### src/rtl/tcm_port_arbiter.sv
// tcm_port_arbiter
//   Shares one port of the TCM scratchpad SRAM between two requesters:
//   M0 (core data path) and M1 (boot-loader / DMA path). Grants are round-robin
//   with one outstanding access at a time. All memory-side outputs are registered.
//   The wait on the SRAM ready is bounded, and an expired wait completes the
//   access with an error response.
//
// Ports
//   clk_i, rst_i               clock, asynchronous active-high reset
//   mN_req_i                   request, held until the matching mN_ready_o
//   mN_we_i/be_i/addr_i/data_i access attributes (1 = write)
//   mN_data_o                  read data, valid while mN_ready_o is high
//   mN_ready_o                 one-cycle completion pulse
//   mN_err_o                   timeout flag, only together with mN_ready_o
//   mem_en_o/we_o/be_o/addr_o/data_o  SRAM port request
//   mem_data_i, mem_ready_i    SRAM response (ready one cycle after enable)
//   grant_o                    current or most recent grant (0 = M0, 1 = M1)
module tcm_port_arbiter #(
  parameter int unsigned DATA_WIDTH = 32,
  parameter int unsigned N_ENTRIES  = 1024,
  parameter int unsigned TIMEOUT    = 15,
  localparam int unsigned AW = $clog2(N_ENTRIES),
  localparam int unsigned BW = DATA_WIDTH / 8
) (
  input  logic                  clk_i,
  input  logic                  rst_i,

  input  logic                  m0_req_i,
  input  logic                  m0_we_i,
  input  logic [BW-1:0]         m0_be_i,
  input  logic [AW-1:0]         m0_addr_i,
  input  logic [DATA_WIDTH-1:0] m0_data_i,
  output logic [DATA_WIDTH-1:0] m0_data_o,
  output logic                  m0_ready_o,
  output logic                  m0_err_o,

  input  logic                  m1_req_i,
  input  logic                  m1_we_i,
  input  logic [BW-1:0]         m1_be_i,
  input  logic [AW-1:0]         m1_addr_i,
  input  logic [DATA_WIDTH-1:0] m1_data_i,
  output logic [DATA_WIDTH-1:0] m1_data_o,
  output logic                  m1_ready_o,
  output logic                  m1_err_o,

  output logic                  mem_en_o,
  output logic                  mem_we_o,
  output logic [BW-1:0]         mem_be_o,
  output logic [AW-1:0]         mem_addr_o,
  output logic [DATA_WIDTH-1:0] mem_data_o,
  input  logic [DATA_WIDTH-1:0] mem_data_i,
  input  logic                  mem_ready_i,

  output logic                  grant_o
);

  typedef enum logic [1:0] {StIdle, StAccess, StWait} state_e;

  localparam logic [7:0] TimeoutCnt = 8'(TIMEOUT);

  state_e                state_q;
  logic [7:0]            cnt_q;
  logic                  rd_q;      // in-flight access is a read
  logic                  grant_q;

  logic                  mem_en_q;
  logic                  mem_we_q;
  logic [BW-1:0]         mem_be_q;
  logic [AW-1:0]         mem_addr_q;
  logic [DATA_WIDTH-1:0] mem_data_q;

  logic [DATA_WIDTH-1:0] m0_data_q;
  logic                  m0_ready_q;
  logic                  m0_err_q;
  logic [DATA_WIDTH-1:0] m1_data_q;
  logic                  m1_ready_q;
  logic                  m1_err_q;

  logic                  elig0;
  logic                  elig1;
  logic                  sel;

  // A requester still holding req during its own completion pulse is not
  // eligible, so it cannot be re-granted for an access it already finished.
  assign elig0 = m0_req_i & ~m0_ready_q;
  assign elig1 = m1_req_i & ~m1_ready_q;
  // On contention the master that did not win last time goes next.
  assign sel   = (elig0 & elig1) ? ~grant_q : elig1;

  always_ff @(posedge clk_i or posedge rst_i) begin
    if (rst_i) begin
      state_q    <= StIdle;
      cnt_q      <= '0;
      rd_q       <= 1'b0;
      grant_q    <= 1'b1;
      mem_en_q   <= 1'b0;
      mem_we_q   <= 1'b0;
      mem_be_q   <= '0;
      mem_addr_q <= '0;
      mem_data_q <= '0;
      m0_data_q  <= '0;
      m0_ready_q <= 1'b0;
      m0_err_q   <= 1'b0;
      m1_data_q  <= '0;
      m1_ready_q <= 1'b0;
      m1_err_q   <= 1'b0;
    end else begin
      // Completion flags are single-cycle pulses.
      m0_ready_q <= 1'b0;
      m0_err_q   <= 1'b0;
      m1_ready_q <= 1'b0;
      m1_err_q   <= 1'b0;

      unique case (state_q)
        StIdle: begin
          if (elig0 | elig1) begin
            grant_q    <= sel;
            mem_en_q   <= 1'b1;
            mem_we_q   <= sel ? m1_we_i   : m0_we_i;
            rd_q       <= sel ? ~m1_we_i  : ~m0_we_i;
            mem_be_q   <= sel ? m1_be_i   : m0_be_i;
            mem_addr_q <= sel ? m1_addr_i : m0_addr_i;
            mem_data_q <= sel ? m1_data_i : m0_data_i;
            state_q    <= StAccess;
          end
        end

        StAccess: begin
          // Address, byte enables and data stay put until the next grant.
          mem_en_q <= 1'b0;
          mem_we_q <= 1'b0;
          cnt_q    <= '0;
          state_q  <= StWait;
        end

        StWait: begin
          if (mem_ready_i) begin
            // Ready wins over a coincident timeout.
            if (grant_q) begin
              m1_ready_q <= 1'b1;
              if (rd_q) m1_data_q <= mem_data_i;
            end else begin
              m0_ready_q <= 1'b1;
              if (rd_q) m0_data_q <= mem_data_i;
            end
            state_q <= StIdle;
          end else if (cnt_q + 8'd1 == TimeoutCnt) begin
            if (grant_q) begin
              m1_ready_q <= 1'b1;
              m1_err_q   <= 1'b1;
            end else begin
              m0_ready_q <= 1'b1;
              m0_err_q   <= 1'b1;
            end
            state_q <= StIdle;
          end else begin
            cnt_q <= cnt_q + 8'd1;
          end
        end

        default: state_q <= StIdle;
      endcase
    end
  end

  assign m0_data_o  = m0_data_q;
  assign m0_ready_o = m0_ready_q;
  assign m0_err_o   = m0_err_q;
  assign m1_data_o  = m1_data_q;
  assign m1_ready_o = m1_ready_q;
  assign m1_err_o   = m1_err_q;
  assign mem_en_o   = mem_en_q;
  assign mem_we_o   = mem_we_q;
  assign mem_be_o   = mem_be_q;
  assign mem_addr_o = mem_addr_q;
  assign mem_data_o = mem_data_q;
  assign grant_o    = grant_q;

endmodule

### config.mk
export PLATFORM = sky130hd
export DESIGN_NAME = tcm_port_arbiter
export DESIGN_NICKNAME = d
export VERILOG_FILES = /design/src/rtl/tcm_port_arbiter.sv
export SDC_FILE = /design/constraint.sdc
export NUM_CORES = 1
export LEC_CHECK = 0
export BUFFER_PORTS_ARGS = -buffer_cell sky130_fd_sc_hd__buf_2
export CAP_MARGIN = 15
export CORE_MARGIN = 4
export CORE_UTILIZATION = 51
export DETAILED_ROUTE_END_ITERATION = 7
export PLACE_DENSITY_LB_ADDON = 0.1
export REMOVE_ABC_BUFFERS = 1
export SLEW_MARGIN = 40
export SYNTH_ARGS = -nofsm -noshare
export SYNTH_HDL_FRONTEND = slang
export SYNTH_SLANG_ARGS = --single-unit
### constraint.sdc
create_clock -name clk_i -period 9.05 [get_ports clk_i]
set_input_delay 0.4525 -clock clk_i [delete_from_list [all_inputs] [get_ports clk_i]]
set_output_delay 0.4525 -clock clk_i [all_outputs]
set_load 0.01 [all_outputs]
==> Word level (Yosys, flattened, before mapping) <==
Index checks and enable logic that the tools add are counted.
{ "word_totals": {"ff_bits": 128, "in_bits": 131, "out_inout_bits": 117, "word_cells": 70} }
{ "classes": {"add_sub_neg": 1, "n_eq_ne": 7, "mux": 29, "bitwise_logic": 9, "reduce_logical": 9} }
{ "op_table": {"columns": ["cell", "n"], "rows": [
  ["$mux W32", 1],
  ["$mux W1", 17],
  ["$mux W8", 2],
  ["$pmux W8 S2", 1],
  ["$mux W10", 1],
  ["$add A8 B1 Y8 const B", 1],
  ["$eq A8 B4 Y1 const B", 1],
  ["$reduce_and A4 Y1", 2],
  ["$mux W2", 3],
  ["$ne A2 B2 Y1 const B", 3],
  ["$pmux W2 S3", 1],
  ["$reduce_and A2 Y1", 3],
  ["$not A1 Y1", 5],
  ["$mux W4", 1],
  ["$pmux W1 S2", 2],
  ["$reduce_bool A2 Y1", 2],
  ["$and A1 B1 Y1", 3],
  ["$ne A3 B3 Y1 const B", 1],
  ["$reduce_and A3 Y1", 1],
  ["$eq A2 B1 Y1 const B", 1],
  ["$eq A2 B2 Y1 const B", 1],
  ["$logic_not A2 Y1", 1],
  ["$or A1 B1 Y1", 1]
]} }

==> Depth between registers and ports, before layout <==
{ "depth": {"word_depth": 7, "depth_mapped": 7, "mapped_depth_nobuf": 7} }

==> Worst setup path after synthesis <==
No wires, ideal clock.
{ "synth_timing": {"path_type": "input to register", "start": "in m1_req_i", "end": "reg mem_data_q[10], in the netlist mem_data_o[10]", "setup_time_ps": 132, "arrival_time_ps": 1496, "t_required_ps": 8918, "path_slack_ps": 7422, "path_stages": 7, "path_buffers": 3, "cell_sequence": "nor2b_1 -> a21bo_2 -> clkbuf_1 -> buf_4 -> buf_4 -> mux2i_1 -> o21ai_1"} }
{ "synth_via": {"elab_chain_len": 4, "word_cells_on_any_way": 6, "cone_classes": "mux: 2; bitwise: 3; reduce/logical: 1"} }
{ "synth_rtl": {"columns": ["element", "line_no", "text"], "rows": [
  ["start: declaration", "37", "input logic m1_req_i,"],
  ["$and A1 B1 Y1 (*)", "86", "assign elig1 = m1_req_i & ~m1_ready_q;"],
  ["$and A1 B1 Y1", "88", "assign sel = (elig0 & elig1) ? ~grant_q : elig1;"],
  ["$mux W1", "88", null],
  ["$mux W32", "123", "mem_data_q <= sel ? m1_data_i : m0_data_i;"],
  ["end signal: assignment", "123", null],
  ["end: declaration", "70", "logic [DATA_WIDTH-1:0] mem_data_q;"]
]} }
Every way passes the cells marked *; elsewhere a longest branch is shown, timed or not.
A chain may end at the register's enable or synchronous reset.

==> Worst setup path after layout <==
{ "layout_timing": {"start": "reg m0_ready_q, in the netlist m0_ready_o", "end": "reg mem_we_q, in the netlist mem_we_o"} }
{ "layout_via": {"elab_chain_len": 7, "word_cells_on_any_way": 10, "cone_classes": "eq/ne: 1; mux: 4; bitwise: 4; reduce/logical: 1"} }
{ "layout_rtl": {"columns": ["element", "line_no", "text"], "rows": [
  ["start: declaration", "73", "logic m0_ready_q;"],
  ["start signal: assignment", "102", "m0_ready_q <= 1'b0;"],
  ["start signal: assignment", "109", "m0_ready_q <= 1'b0;"],
  ["start signal: assignment", "143", "m0_ready_q <= 1'b1;"],
  ["$not A1 Y1 (*)", "85", "assign elig0 = m0_req_i & ~m0_ready_q;"],
  ["$and A1 B1 Y1 (*)", "85", null],
  ["$and A1 B1 Y1", "88", null],
  ["$mux W1", "88", null],
  ["$mux W1", "119", "mem_we_q <= sel ? m1_we_i : m0_we_i;"],
  ["$mux W1", "116", "if (elig0 | elig1) begin"],
  ["$pmux W1 S2", "114", "unique case (state_q)"],
  ["end signal: assignment", "119", null],
  ["end: declaration", "67", "logic mem_we_q;"]
]} }
Every way passes the cells marked *; elsewhere a longest branch is shown, timed or not. The select of a mux whose other input is x is not followed.

==> results.sh <==
export IMPL_avgSynthCellArea_sq_um=12.6
export IMPL_area_growth_syn_to_layout_pct=36.4
export IMPL_nets=813
export IMPL_global_route_overflow_total=0
export IMPL_clock_insertion_delay_worst_skew_ps=510
export IMPL_first_global_vias=4421
export IMPL_maximum_number_of_pins_on_one_net_before_global_route_repair=100
export IMPL_fin_area_sq_mm=0.00744
export IMPL_fp_dieH_um=111
export IMPL_input_output_buffers=247
export IMPL_post_route_drc_count=0
export IMPL_power_total_mw=2.61
export IMPL_seq_area_frac_synth_pct=58.7
export IMPL_relSlewSlack_pct=45.4
export IMPL_detailed_routing_iteration_count_for_the_pre_antenna_repair_pass=4
export IMPL_synthCells=433
export IMPL_dieArea_sq_mm=0.0124
export IMPL_design_core_area_sq_mm=0.0104
export IMPL_grt_first_pass_wirelength_um=22400
export IMPL_peakVddDrop_v=0.000236
export IMPL_num_rows=37
export IMPL_timing_setup_tns_ps=0
export IMPL_route_detailed_wl_per_inst_um=16.4
export IMPL_pins_over_their_slew_limit=0
export IMPL_post_cts_setup_buffers=0
export IMPL_slew_at_the_pin_closest_to_its_max_slew_limit_ps=818
export IMPL_layout_drive_gt1_share_pct=51.2
export IMPL_number_of_different_library_cells_in_the_post_synthesis_netlist=41
export IMPL_drv_max_cap_violation_count=0
export IMPL_via_per_inst=5.03
export IMPL_power_density_mw_per_mm2=351
export IMPL_dr_total_vias=4175
export IMPL_drt_first_iter_violations=174
export IMPL_initial_core_util_pct=52.6
export IMPL_final_period_utilization_pct=22.1
export IMPL_hold_viol=2
export IMPL_rsz_0062_raised_after_global_routing="no"
export IMPL_cp_required_ps=9410
export IMPL_max_clock_path_buffers=2
export IMPL_ys_warnings_count=0
export IMPL_postSynthRegisterBits=128
export IMPL_antenna_violating_nets_post_route=0
export IMPL_cts_hold_fix_buffers=0
export IMPL_cts_resized=0
export IMPL_htree_levels=4
export IMPL_tritoncts="yes"
export IMPL_path_max_fanout=48
export IMPL_finalCriticalPeriod_ps=2000
export IMPL_violations="hold timing"
export IMPL_pin_count=248
export IMPL_clock_tree_root_cell="sky130_fd_sc_hd__clkbuf_8"
export IMPL_placedInstanceArea_sq_mm=0.00679
export IMPL_post_synth_instance_area_sq_mm=0.00546
export IMPL_status="finished with violations"
export IMPL_maximum_achievable_frequency_mhz=499
export IMPL_clk_transition_reported_paths_ps=60
export IMPL_clock_skew_ps=6.73
export IMPL_worst_setup_path_end_kind="register"
export IMPL_dieWidth_um=111
export IMPL_drt_wl_total_um=13600
export IMPL_antenna_found_initial=2
export IMPL_clock_sinks=128
export IMPL_worst_hold_path_type="in -> async"
export IMPL_crit_type="reg -> reg"
export IMPL_gpl_final_weighted_congestion=0.804
export IMPL_timing_final_setup_violations=0
export IMPL_worst_setup_path_start_kind="register"
export IMPL_detailedPlacementHpwl_um=10100
export IMPL_p_leak_nw=4.01
export IMPL_worst_hold_slack_ps=-1.03
export IMPL_grt_total_usage_pct=22.6
export IMPL_cts_made_buffers=17
export IMPL_arrival_ps=2370
==> sequential cells by signal, summed over array words and instances, names as in the netlist <==
| register | cells |
|---|---|
| m1_data_o | 32 |
| state_q | 2 |
| mem_addr_o | 10 |
| mem_en_o | 1 |
| m0_ready_o | 1 |
| mem_be_o | 4 |
| rd_q | 1 |
| m1_err_o | 1 |
| cnt_q | 8 |
| mem_we_o | 1 |
| m0_data_o | 32 |
| m1_ready_o | 1 |
| grant_o | 1 |
| mem_data_o | 32 |
| m0_err_o | 1 |
==> logic make-up (layout without fill, tap and decap cells) <==
kind of cell / after synthesis / count (layout) / share of synthesized area, %
flip-flops: 128 / 128 / 58.7
multiplexers: 113 / 113 / 22.3
AND/OR/NAND/NOR: 88 / 88 / 7.82
AO/OA/AOI/OAI: 68 / 68 / 7.36
buffers and inverters: 31 / 291 / 2.84
XOR/XNOR: 3 / 3 / 0.482
adder cells (fa/ha/maj): 2 / 2 / 0.459
other: 0 / 1 / 0
==> worst max-delay path, cell delays in order, from the launching register on <==
cell                      delay (ps)
sky130_fd_sc_hd__dfrtp_1         370
sky130_fd_sc_hd__nor2b_1         250
sky130_fd_sc_hd__a21bo_2         180
sky130_fd_sc_hd__buf_4           600
sky130_fd_sc_hd__mux2i_1         300
sky130_fd_sc_hd__o21ai_0          90
==> stage by stage <==
step / cells / hold WS (ps) / setup WS [ps] / util [%]
global route: 830 / 16.2 / 6900 / 71.8
finish: 830 / -1.03 / 7050 / 71.8
floorplan: 409 / 469 / 4910 / -
CTS: 829 / 6.02 / 7040 / 71.7
global placement: 797 / 457 / 6920 / 65.4
detailed placement: 797 / 459 / 6880 / 65.5
==> cell type report <==
cell class	instances	area, sq um
Clock inverter	15	233
Fill cell	807	2930
Antenna cell	1	2.50
Sequential cell	128	3200
Inverter	7	28.8
Clock buffer	17	414
Tap cell	136	170
Timing Repair Buffer	252	1280
Multi-Input combinational cell	274	2110
==> synth_stat cells (all sizes together) <==
cell	n	area share, %
a21bo	3	0.55
a21boi	2	0.28
a21o	2	0.28
a22o	1	0.16
and2	1	0.11
and3	2	0.23
buf	15	1.7
clkbuf	9	0.62
dfrtp	127	58
dfstp	1	0.48
ha	2	0.46
inv	7	0.48
mux2	65	13
mux2i	48	8.8
nand2	57	3.9
nand2b	3	0.34
nand3	6	0.64
nand4	2	0.23
nor2	5	0.39
nor2b	5	0.71
nor3	1	0.092
nor3b	1	0.34
nor4b	2	0.44
o211ai	4	0.89
o21ai	56	5.2
or3	2	0.23
or4	1	0.14
xnor2	1	0.16
xor2	2	0.32
==> cell usage in the layout, fill, tap and decap left out, types with 6 or more instances in the layout <==
cell / synthesis / routed
sky130_fd_sc_hd__mux2_1: 6 / 6
sky130_fd_sc_hd__inv_1: 7 / 6
sky130_fd_sc_hd__dfrtp_1: 127 / 127
sky130_fd_sc_hd__o21ai_0: 33 / 33
sky130_fd_sc_hd__buf_2: 7 / 247
sky130_fd_sc_hd__mux2i_1: 48 / 48
sky130_fd_sc_hd__o21ai_1: 22 / 21
sky130_fd_sc_hd__clkbuf_16: 0 / 16
sky130_fd_sc_hd__mux2_2: 58 / 58
sky130_fd_sc_hd__nand2_1: 57 / 57
==> routing by layer <==
layer  vias up  share of wire, %  GRT usage [%]
met3        20               8.6           9.62
li1       2002                 -              -
met2       161                50           37.6
met1      1990                39           26.4
met5         -             0.096              0
met4         2               1.9           7.54
==> power by group <==
part,leakage [nW],total (mW),internal (mW),switching (mW)
clock network,0.313,0.735,0.479,0.255
registers,1.61,0.976,0.832,0.144
logic,2.09,0.902,0.414,0.488
total,4.01,2.61,1.72,0.887
==> final timing paths <==
kind	from	end	slack (ps)	cells after the start
setup / recovery	m0_ready_o$_DFF_PP0_	mem_we_o$_DFFE_PP0P_	7050	5
min in group clk_i	mem_data_i[8]	m1_data_o[8]$_DFFE_PP0P_	180	2
hold reg to reg	mem_addr_o[1]$_DFFE_PP0P_	mem_addr_o[1]$_DFFE_PP0P_	470	2
max in group asynchronous	rst_i	mem_data_o[15]$_DFFE_PP0P_	7910	3
hold / removal	rst_i	mem_data_o[24]$_DFFE_PP0P_	-1	2
setup reg to reg	m0_ready_o$_DFF_PP0_	mem_we_o$_DFFE_PP0P_	7050	5
No activity file was read; power rests on OpenSTA's default activity.
